--- src/rtl/rf_wb_arbiter_if.sv ---
// Writeback bus between NUM_REQ producers and the shared register-file write port.
// master = requester/regfile side, slave = arbiter side.
interface rf_wb_arbiter_if #(
  parameter int NUM_REQ = 3,
  parameter int ADDR_W  = 5,
  parameter int DATA_W  = 32
);
  logic                             hold;
  logic [NUM_REQ-1:0]               req_valid;
  logic [NUM_REQ-1:0][ADDR_W-1:0]   req_addr;
  logic [NUM_REQ-1:0][DATA_W-1:0]   req_data;
  logic [NUM_REQ-1:0]               req_ready;
  logic                             rf_we;
  logic [ADDR_W-1:0]                rf_a3;
  logic [DATA_W-1:0]                rf_wd3;
  logic [2**ADDR_W-1:0]             pend_mask;

  modport master (
    output hold, req_valid, req_addr, req_data,
    input  req_ready, rf_we, rf_a3, rf_wd3, pend_mask
  );

  modport slave (
    input  hold, req_valid, req_addr, req_data,
    output req_ready, rf_we, rf_a3, rf_wd3, pend_mask
  );
endinterface

--- src/rtl/rf_wb_arbiter.sv ---
// Round-robin arbiter sharing one register-file write port, with a registered output stage
// and a pending-register mask. Optional output-stage forwarding under RF_WB_FWD_EN.
module rf_wb_arbiter #(
  parameter int NUM_REQ = 3,
  parameter int ADDR_W  = 5,
  parameter int DATA_W  = 32
) (
  input  logic                clk,
  input  logic                reset,
  rf_wb_arbiter_if.slave      bus
`ifdef RF_WB_FWD_EN
  ,
  input  logic [ADDR_W-1:0]   fwd_a1,
  input  logic [ADDR_W-1:0]   fwd_a2,
  output logic                fwd_hit1,
  output logic                fwd_hit2,
  output logic [DATA_W-1:0]   fwd_data
`endif
);
  localparam int PTR_W = (NUM_REQ > 1) ? $clog2(NUM_REQ) : 1;
  localparam int NREG  = 2**ADDR_W;

  logic [PTR_W-1:0]  ptr_q, ptr_d;
  logic              we_q, we_d;
  logic [ADDR_W-1:0] a3_q, a3_d;
  logic [DATA_W-1:0] wd3_q, wd3_d;

  logic [NUM_REQ-1:0] gnt;
  logic               gnt_any;
  logic [PTR_W-1:0]   gnt_idx;
  int                 idx;

  // Scan from ptr with wraparound; the first valid index wins. Reset gates grants.
  always_comb begin
    gnt     = '0;
    gnt_any = 1'b0;
    gnt_idx = '0;
    idx     = 0;
    for (int o = 0; o < NUM_REQ; o++) begin
      idx = (int'(ptr_q) + o) % NUM_REQ;
      if (!gnt_any && reset && !bus.hold && bus.req_valid[idx]) begin
        gnt_any = 1'b1;
        gnt_idx = PTR_W'(idx);
      end
    end
    if (gnt_any) gnt[gnt_idx] = 1'b1;
  end

  always_comb begin
    ptr_d = ptr_q;
    we_d  = 1'b0;
    a3_d  = a3_q;
    wd3_d = wd3_q;
    if (gnt_any) begin
      ptr_d = (gnt_idx == PTR_W'(NUM_REQ-1)) ? '0 : gnt_idx + 1'b1;
      // x0 still consumes the slot but must never reach the register file
      we_d  = |bus.req_addr[gnt_idx];
      a3_d  = bus.req_addr[gnt_idx];
      wd3_d = bus.req_data[gnt_idx];
    end
  end

  always_ff @(posedge clk or negedge reset) begin
    if (!reset) begin
      ptr_q <= '0;
      we_q  <= 1'b0;
      a3_q  <= '0;
      wd3_q <= '0;
    end else begin
      ptr_q <= ptr_d;
      we_q  <= we_d;
      a3_q  <= a3_d;
      wd3_q <= wd3_d;
    end
  end

  logic [NREG-1:0] pend;

  always_comb begin
    pend = '0;
    for (int i = 0; i < NUM_REQ; i++)
      if (bus.req_valid[i]) pend[bus.req_addr[i]] = 1'b1;
    if (we_q) pend[a3_q] = 1'b1;
    pend[0] = 1'b0;
  end

  assign bus.pend_mask = reset ? pend : '0;
  assign bus.req_ready = gnt;
  assign bus.rf_we     = we_q;
  assign bus.rf_a3     = a3_q;
  assign bus.rf_wd3    = wd3_q;

`ifdef RF_WB_FWD_EN
  assign fwd_hit1 = we_q && (a3_q == fwd_a1) && (|fwd_a1);
  assign fwd_hit2 = we_q && (a3_q == fwd_a2) && (|fwd_a2);
  assign fwd_data = wd3_q;
`endif
endmodule
--- src/flat_wrapper.sv ---
// flat-port wrapper written by rule: the top's interface ports become plain ports
module rf_wb_arbiter_flat 
#(
  parameter int NUM_REQ = 3,
  parameter int ADDR_W  = 5,
  parameter int DATA_W  = 32
)
  (clk, reset, bus_hold, bus_req_valid, bus_req_addr, bus_req_data, bus_req_ready, bus_rf_we, bus_rf_a3, bus_rf_wd3, bus_pend_mask);
  rf_wb_arbiter_if #(.NUM_REQ(NUM_REQ), .ADDR_W(ADDR_W), .DATA_W(DATA_W)) bus_i ();
  input  logic clk;
  input  logic reset;
  input wire logic [$bits(bus_i.hold)-1:0] bus_hold;
  input wire logic [$bits(bus_i.req_valid)-1:0] bus_req_valid;
  input wire logic [$bits(bus_i.req_addr)-1:0] bus_req_addr;
  input wire logic [$bits(bus_i.req_data)-1:0] bus_req_data;
  output wire logic [$bits(bus_i.req_ready)-1:0] bus_req_ready;
  output wire logic [$bits(bus_i.rf_we)-1:0] bus_rf_we;
  output wire logic [$bits(bus_i.rf_a3)-1:0] bus_rf_a3;
  output wire logic [$bits(bus_i.rf_wd3)-1:0] bus_rf_wd3;
  output wire logic [$bits(bus_i.pend_mask)-1:0] bus_pend_mask;
  assign bus_i.hold = bus_hold;
  assign bus_i.req_valid = bus_req_valid;
  assign bus_i.req_addr = bus_req_addr;
  assign bus_i.req_data = bus_req_data;
  assign bus_req_ready = bus_i.req_ready;
  assign bus_rf_we = bus_i.rf_we;
  assign bus_rf_a3 = bus_i.rf_a3;
  assign bus_rf_wd3 = bus_i.rf_wd3;
  assign bus_pend_mask = bus_i.pend_mask;
  rf_wb_arbiter #(.NUM_REQ(NUM_REQ), .ADDR_W(ADDR_W), .DATA_W(DATA_W)) u_core (.clk(clk), .reset(reset), .bus(bus_i));
endmodule
--- config.mk ---
export PLATFORM = sky130hd
export DESIGN_NAME = rf_wb_arbiter_flat
export DESIGN_NICKNAME = d
export VERILOG_FILES = /design/src/rtl/rf_wb_arbiter_if.sv /design/src/rtl/rf_wb_arbiter.sv /design/src/flat_wrapper.sv
export SDC_FILE = /design/constraint.sdc
export NUM_CORES = 1
export LEC_CHECK = 0
export ABC_CLOCK_PERIOD_IN_PS = 7980
export BUFFER_PORTS_ARGS = -buffer_cell sky130_fd_sc_hd__buf_2
export CAP_MARGIN = 20
export CORE_MARGIN = 8
export CORE_UTILIZATION = 49
export DETAILED_ROUTE_END_ITERATION = 8
export PLACE_DENSITY_LB_ADDON = 0.12
export SYNTH_ARGS = -nofsm -noshare
export SYNTH_HDL_FRONTEND = slang
export SYNTH_SLANG_ARGS = --single-unit
--- constraint.sdc ---
create_clock -name clk -period 7.98 [get_ports clk]
set_clock_uncertainty 0.15 [all_clocks]
set_input_delay 0.399 -clock clk [delete_from_list [all_inputs] [get_ports clk]]
set_output_delay 0.399 -clock clk [all_outputs]
set_load 0.005 [all_outputs]
==> results of run 1 <==
[through the flow]
stage | hold slack, ps | setup slack (ps)
global route | 162 | 3650
finish | 117 | 3870
detailed placement | 330 | 3940
floorplan | -46.6 | 5220
global placement | 318 | 4110
CTS | 138 | 3860
[cell families after synthesis]
family                   synth area share
buffers and inverters              0.0646
adder cells (fa/ha/maj)            0.0111
multiplexers                       0.0193
AND/OR/NAND/NOR                     0.183
AO/OA/AOI/OAI                       0.424
other                             0.00111
flip-flops                          0.297
[synthesized netlist by cell type, drive strengths merged (2+ instances only)]
library cell | instances | area, sq um
o21a | 31 | 233
a22o | 32 | 280
o21ai | 15 | 75.1
o211ai | 2 | 15.0
a21o | 2 | 15.0
nand2 | 28 | 105
a221o | 20 | 200
nand3 | 10 | 50.1
ha | 3 | 37.5
a221oi | 2 | 23.8
a22oi | 4 | 30.0
clkbuf | 23 | 86.3
or3b | 15 | 131
nor2 | 12 | 45.0
or3 | 4 | 25.0
inv | 3 | 11.3
nor3b | 3 | 22.5
buf | 17 | 120
o22ai | 62 | 388
dfrtp | 40 | 1000
mux2 | 4 | 45.0
a21oi | 20 | 111
mux2i | 2 | 20.0
nand2b | 2 | 12.5
nor2b | 5 | 31.3
nand3b | 20 | 150
[report_power, final]
part,switching [mW],internal (mW),total (mW),leakage [nW]
clock network,0.0778,0.0943,0.172,0.0548
registers,0.0864,0.301,0.388,0.488
logic,0.329,0.311,0.640,1.47
[layer usage]
layer | vias to the layer above | part of all wire
met5 | - | 0
met4 | 0 | 0.023
met3 | 33 | 0.12
met2 | 290 | 0.48
met1 | 1907 | 0.38
li1 | 1879 | -
[flip-flops by register name (all words and copies together) (netlist names)]
name / flops
u_core.bus.rf_a3: 5
u_core.bus.rf_wd3: 32
u_core.ptr_q: 2
u_core.bus.rf_we: 1
[worst max-delay path by stage]
stage / startpoint / end / slack (ps) / depth (start not counted)
floorplan: u_core.ptr_q[0] / u_core.bus.rf_wd3[16] / 5220 / 9
global placement: u_core.ptr_q[0] / u_core.bus.rf_we / 4110 / 9
detailed placement: u_core.ptr_q[0] / u_core.bus.rf_we / 3940 / 9
CTS: u_core.ptr_q[0] / bus_req_ready[0] / 3860 / 9
global route: u_core.ptr_q[0] / u_core.bus.rf_we / 3650 / 9
finish: u_core.ptr_q[0] / bus_req_ready[0] / 3870 / 9
[worst max-delay path, cell delays in order (launching register included)]
cell and delay [ps]:
dfrtp_1 420, inv_1 70, ha_1 460, and3b_1 320, a211o_1 250, or4_4 460
a21oi_4 840, nor3_2 50, buf_4 240, buf_2 150
[area by class of cell]
type                            count  area [sq um]  share of cell area
Multi-Input combinational cell    310          2170               0.497
Sequential cell                    40          1000               0.229
Timing Repair Buffer              192           971               0.222
Tap cell                           80           100              0.0229
Clock buffer                        5          68.8              0.0158
Clock inverter                      3          46.3              0.0106
Inverter                            3          11.3             0.00258
==> impl_metrics.yaml, run 1 <==
yosys:
  syn_area_sq_um: 3370
  syn_inst: 393
  yosysUniqueCellTypes: 44
  synth_edf_count: 0
  ys_seq_elements: 40
  synth_nets: 513
  avgSynthCellArea_sq_um: 8.57
  async_flop_share: 1.00
  synth_ff_type: "dfrtp_1"
  yosys_warnings: 0
  synth.yosys.seq_area_share: 0.297
finish:
  n_fill_cell: 598
  drive_above_1_share: 0.405
  layout_commonest_cell: "buf_2"
  final_area_sq_um: 4370
  synthToLayoutAreaGrowth_pct: 29.7
  final_nets: 672
  antenna_cells: 0
  layout_common_cells: "buf_2 (188), o22ai_1 (62), dfrtp_1 (40), a22o_1 (32), o21a_1 (31)"
  final_core_util: 0.650
  instances_no_fill: 633
global_route:
  grt_pass1_vias: 4230
  gr-usage-met1: 0.312
  grt_usage: 0.263
  antenna_found_initial: 0
  top_usage_layer: "met2"
  gr-usage-met2: 0.430
  grt_pass1_wl_um: 21100
  grt_overflow_total: 0
  use_met3: 0.0881
  grt_max_degree: 74
worst_setup_path:
  worstSetupEndpointType: "output port"
  criticalPathCategory: "flip-flop to output port"
  r2r_setup_slack_ps: 3900
  critPathRequiredTime_ps: 7430
  worstReg2RegEnd: "u_core.bus.rf_we"
  crit_path_max_fanout: 42
  timing.rr.start: "u_core.ptr_q[0]"
  worstPathArrival_ps: 3570
  rr_worst_depth: 9
  start_kind: "flip-flop"
timing:
  finalHoldViolCount: 0
  setup_violations: 0
  max_freq_ghz: 0.243
  final_max_slew_viol_count: 0
  period_needed_ps: 4110
  final.period_utilization: 0.516
  fin_tns_setup_ps: 0
  slew-limit-headroom: 0.303
  worst_pin_slew_ps: 1040
  rsz0062_at_grt: "no"
die:
  dieArea_sq_um: 9780
  dieWidth_um: 98.9
  ios: 190
  core_area_sq_um: 6720
  die_h_um: 98.9
  start_util: 0.501
  num_rows: 30
clocking:
  cts_sinks: 40
  cts_resized: 0
  cts_buffers: 5
  cts_setup_buffers: 0
  worstSkewPairLatency_ps: 300
  clk_pin_slew_worst_paths_ps: 90
  cts.root.buffer_cell: "clkbuf_8"
  htreeDepth: 2
  cts.path.max_buffers: 2
  cts_tree: "done"
  holdBufCountCts: 0
detailed_routing:
  wl_um: 13200
  ant_nets: 0
  via_count: 4109
  viasPerCell: 6.49
  drt-wirelength-per-cell_um: 20.9
  drtPass1Iterations: 6
  drt_iter0_markers: 329
  drc: 0
power:
  leakage_nw: 2.01
  p_per_area_nw_per_um2: 275
  design_power_total_mw: 1.20
  irDropWorstVdd_uv: 150
placement:
  placedInstanceArea_sq_um: 4250
  hpwl_um: 9690
  gp_congestion: 0.895
  placed_cells: 625
  portBuffers: 188
flow_run:
  maxCapViolations: 0
outcome:
  run_status: "complete, no violations"
worst_hold_path:
  hold_class: "primary input to asynchronous set/reset pin"
Note: power is estimated with default switching activity, not from simulation.
==> run 2, diff against run 1 <==
ABC_CLOCK_PERIOD_IN_PS = 3900   (was 7980)
CORE_UTILIZATION = 45   (was 49)
clock period = 3.9 ns   (was 7.98 ns; I/O delays follow)
==> run 2 against run 1 <==
  * Die area is 7.4% higher
  * Non-clock buffer count is 41 higher
  * Combinational power grew 140%
  * Wire length rose by 12%
  * Global-route usage is 0.99 points higher
  * Hold slack worse by 100 ps
  * Worst setup slack lost 3700 ps
  * Largest cell class unchanged
  * Largest power group unchanged
==> impl_metrics.yaml, run 2 (synthesis gave the netlist of run 1 again) <==
outcome:
  run_status: "complete, no violations"
detailed_routing:
  drt-wirelength-per-cell_um: 21.3
  drt_iter0_markers: 254
  wl_um: 14800
  drtPass1Iterations: 5
  ant_nets: 0
  viasPerCell: 6.12
  drc: 0
  via_count: 4241
worst_setup_path:
  critPathSlowestCell: "dlygate4sd3_1"
  worstPathArrival_ps: 3780
  worstSetupEndpointType: "flip-flop"
  crit_family: "buffers and inverters"
  cpMostUsedCell: "buf_4"
  critPathRequiredTime_ps: 3990
  path_buf_inv: 4
  cp_cell_sequence: "inv_1 > ha_4 > or2_1 > a211o_1 > or4_4 > a21oi_4 > buf_4 > buf_4 > a22o_1 > a221o_1 > dlygate4sd3_1"
  criticalPathCategory: "flip-flop to flip-flop"
  crit_path_max_fanout: 21
  start_kind: "flip-flop"
  critPathMaxStageDelay_ps: 550
  rr_worst_depth: 11
  cp_num_cells: 11
  r2r_setup_slack_ps: 210
die:
  core_area_sq_um: 7250
  ios: 190
  dieArea_sq_um: 10500
  dieWidth_um: 103
  num_rows: 31
  start_util: 0.464
  die_h_um: 103
timing:
  period_needed_ps: 3690
  finalHoldViolCount: 0
  fin_tns_setup_ps: 0
  slew-limit-headroom: 0.392
  setup_violations: 0
  worst_pin_slew_ps: 908
  final.period_utilization: 0.947
  rsz0062_at_grt: "no"
  final_max_slew_viol_count: 0
  max_freq_ghz: 0.271
  hold_ws_ps: 12.9
power:
  p_per_area_nw_per_um2: 555
  irDropWorstVdd_uv: 392
  power_frac_seq: 0.295
  p_int_mw: 1.62
  leakage_nw: 2.20
  p_comb_frac: 0.579
  power_frac_clock: 0.126
  switching_power_mw: 1.05
  p_sw_frac: 0.393
clocking:
  worstSkewPairLatency_ps: 290
  htreeDepth: 2
  cts_tree: "done"
  cts.root.buffer_cell: "clkbuf_8"
  cts.path.max_buffers: 2
  cts_buffers: 5
  cts_sinks: 40
  clk_pin_slew_worst_paths_ps: 80
finish:
  layout_common_cells: "buf_2 (188), o22ai_1 (62), dfrtp_1 (40), dlygate4sd3_1 (39), a22o_1 (32)"
  final_core_util: 0.663
  instances_no_fill: 693
  final_area_sq_um: 4810
  antenna_cells: 0
  layout_commonest_cell: "buf_2"
  largest_reg_flops: 32
  final_nets: 713
  drive_above_1_share: 0.380
  synthToLayoutAreaGrowth_pct: 42.7
placement:
  hpwl_um: 10200
  portBuffers: 188
  placedInstanceArea_sq_um: 4300
  gp_congestion: 0.914
  placed_cells: 646
flow_run:
  maxCapViolations: 0
global_route:
  grt_pass1_vias: 4401
  grt_overflow_total: 0
  gr-usage-met2: 0.461
  grt_pass1_wl_um: 22500
  grt_max_degree: 67
  use_met3: 0.0878
  gr-usage-met1: 0.302
  top_usage_layer: "met2"
  grt_usage: 0.273
  antenna_found_initial: 0
worst_hold_path:
  hold_class: "primary input to flip-flop"
  whs_path_depth: 3
[run 2: final cells by class]
class	instances	area, sq um
fillers	629	2450
flip-flops and latches	40	1000
multi-input cells	310	2180
repair buffers	233	1380
clock buffers	6	72.6
inverters	3	11.3
well taps	99	124
clock inverters	2	35.0
[run 2: path summary, 6_finish.rpt]
kind                                       start                     to
max in group asynchronous                  reset    u_core.bus.rf_a3[4]
hold / removal                  bus_req_data[26]  u_core.bus.rf_wd3[26]
hold reg to reg            u_core.bus.rf_wd3[31]  u_core.bus.rf_wd3[31]
setup / recovery                 u_core.ptr_q[0]   u_core.bus.rf_wd3[2]
min in group asynchronous                  reset  u_core.bus.rf_wd3[24]
setup reg to reg                 u_core.ptr_q[0]   u_core.bus.rf_wd3[2]
[run 2: per-layer routing]
metal / share of wire / routed length, um
met5: 0 / 0
met4: 0.032 / 468
met3: 0.11 / 1680
met2: 0.50 / 7400
met1: 0.35 / 5230
[run 2: repair_timing]
action / CTS / global route
hold endpoints to repair: 26 / 0
gates resized for setup: 0 / 2
endpoints found under the setup margin: 0 / 10
hold buffers: 39 / 0
buffers inserted: 0 / 0
[run 2: through the flow]
step	power, mW	setup slack, ps
2_1_floorplan	1.63	1140
3_3_place_gp	2.08	591
3_5_place_dp	2.11	459
4_1_cts	2.63	92.6
5_1_grt	2.85	60.6
6_report	2.67	205
[run 2: power groups by stage]
| stage | Clock, mW | Combinational [mW] | Sequential [mW] |
|---|---|---|---|
| 6_report | 0.336 | 1.55 | 0.787 |
| 5_1_grt | 0.357 | 1.68 | 0.813 |
| 4_1_cts | 0.340 | 1.51 | 0.780 |
| 3_5_place_dp | 0 | 1.34 | 0.776 |
| 3_3_place_gp | 0 | 1.30 | 0.779 |
| 2_1_floorplan | 0 | 0.869 | 0.757 |
[run 2: worst register-to-register path, stage by stage, from the launching register on]
cell and delay (ps):
dfrtp_1 420, inv_1 120, ha_4 230, or2_1 220
a211o_1 290, or4_4 460, a21oi_4 300, buf_4 270
buf_4 290, a22o_1 200, a221o_1 150, dlygate4sd3_1 550
==> run 3, diff against run 2 <==
CORE_ASPECT_RATIO = 0.7   (was unset)
==> run 3 against run 2 <==
  * Sequential power fell by 0.6%
  * Cell count fell by 0.72%
  * Largest cell class unchanged
  * Hold slack got worse by 1.9 ps
  * Highest routed layer unchanged
  * Sequential share of layout area rose by 0.33 points
  * Maximum frequency rose by 0.84%
  * Design area fell by 1.6%
  * Count of clock-buffer cells in the layout fell by 1
  * Clock power fell by 18%
  * Worst setup slack improved by 31 ps
  * Flip-flop and latch count did not move
  * Power fell by 4.4%
  * Critical path type unchanged
==> impl_metrics.yaml, run 3 (synthesis gave the netlist of run 1 again) <==
finish:
  final_nets: 709
  synthToLayoutAreaGrowth_pct: 40.5
  antenna_cells: 0
  drive_above_1_share: 0.381
  largest_reg_flops: 32
  layout_commonest_cell: "buf_2"
  layout_common_cells: "buf_2 (188), o22ai_1 (62), dfrtp_1 (40), dlygate4sd3_1 (36), a22o_1 (32)"
  final_core_util: 0.649
global_route:
  grt_usage: 0.257
  grt_pass1_vias: 4371
  grt_max_degree: 72
  grt_overflow_total: 0
  antenna_found_initial: 0
  grt_pass1_wl_um: 22200
power:
  p_per_area_nw_per_um2: 539
  switching_power_mw: 1.04
  power_frac_seq: 0.307
  p_sw_frac: 0.408
  p_comb_frac: 0.585
  power_frac_clock: 0.108
  irDropWorstVdd_uv: 308
  leakage_nw: 2.17
  p_int_mw: 1.51
worst_setup_path:
  worstSetupEndpointType: "flip-flop"
  start_kind: "flip-flop"
  critPathRequiredTime_ps: 3930
  worstPathArrival_ps: 3690
  critPathSlowestCell: "dlygate4sd3_1"
  cp_cell_sequence: "inv_1 > ha_1 > and3b_1 > a211o_1 > or4_4 > a21oi_4 > nor3_2 > buf_4 > a221o_1 > dlygate4sd3_1"
  crit_path_max_fanout: 14
  criticalPathCategory: "flip-flop to flip-flop"
  critPathMaxStageDelay_ps: 570
die:
  dieWidth_um: 119
  die_h_um: 88.4
  num_rows: 26
  start_util: 0.462
  ios: 190
  dieArea_sq_um: 10600
  core_area_sq_um: 7290
clocking:
  cts_setup_buffers: 0
  cts_buffers: 5
  cts_tree: "done"
  cts.root.buffer_cell: "clkbuf_8"
  holdBufCountCts: 35
  clk_pin_slew_worst_paths_ps: 80
  cts.path.max_buffers: 2
  htreeDepth: 2
  cts_sinks: 40
  cts_resized: 0
  worstSkewPairLatency_ps: 290
detailed_routing:
  via_count: 4300
  wl_um: 14300
  drt_iter0_markers: 601
  ant_nets: 0
  drtPass1Iterations: 5
  drc: 0
  viasPerCell: 6.25
  drt-wirelength-per-cell_um: 20.7
timing:
  hold_ws_ps: 11.0
  finalHoldViolCount: 0
  setup_violations: 0
  final.period_utilization: 0.939
  rsz0062_at_grt: "no"
  max_freq_ghz: 0.273
  final_max_slew_viol_count: 0
  fin_tns_setup_ps: 0
  slew-limit-headroom: 0.368
  setup_ws_ps: 236
  worst_pin_slew_ps: 944
  period_needed_ps: 3660
worst_hold_path:
  hold_class: "primary input to flip-flop"
placement:
  gp_congestion: 0.932
  post-place-ws_ps: 555
  portBuffers: 188
  hpwl_um: 10300
flow_run:
  maxCapViolations: 0
outcome:
  run_status: "complete, no violations"
==> run 3: worst paths after layout <==
check,startpoint,end,slack [ps],cells past startpoint
setup reg to reg,u_core.ptr_q[0],u_core.bus.rf_wd3[8],240,10
setup / recovery,u_core.ptr_q[0],u_core.bus.rf_wd3[8],240,10
max in group asynchronous,reset,u_core.bus.rf_wd3[12],2490,3
hold reg to reg,u_core.bus.rf_wd3[22],u_core.bus.rf_wd3[22],330,2
hold / removal,bus_req_data[16],u_core.bus.rf_wd3[16],10,2
min in group asynchronous,reset,u_core.bus.rf_wd3[25],590,3
==> run 3: final cells by class <==
type                       count  area [sq um]
fill                         634          2560
multi-input combinational    310          2170
timing repair buffer         229          1340
sequential                    40          1000
tap                           98           123
clock buffer                   5          68.8
clock inverter                 3          18.8
inverter                       3          11.3
==> run 3: metrics by stage <==
step	cells	power, mW	area, sq um
after floorplan	393	1.63	3370
after global routing	688	2.75	4730
after global placement	644	2.08	4280
final	688	2.55	4730
after CTS	687	2.53	4720
after detailed placement	644	2.11	4280
==> run 3: power by group through the flow <==
stage / registers (mW) / logic [mW] / clock network [mW]
finish: 0.782 / 1.49 / 0.276
floorplan: 0.757 / 0.869 / 0
global route: 0.812 / 1.64 / 0.302
global placement: 0.779 / 1.30 / 0
detailed placement: 0.779 / 1.33 / 0
CTS: 0.776 / 1.48 / 0.281
==> run 3: routing by layer <==
layer	GRT usage	vias up	wire length, um
li1	-	1953	-
met1	0.324	2006	5720
met2	0.409	307	6540
met3	0.0931	34	1800
met4	0.0734	0	205
met5	0	-	0
==> run 3: worst max-delay path: cells and delay by family (launching register included) <==
family / cells / cell delay, ps
flops: 1 / 420
compound gates: 3 / 790
simple gates: 3 / 910
fa+ha+maj: 1 / 420
buf+inv: 3 / 860
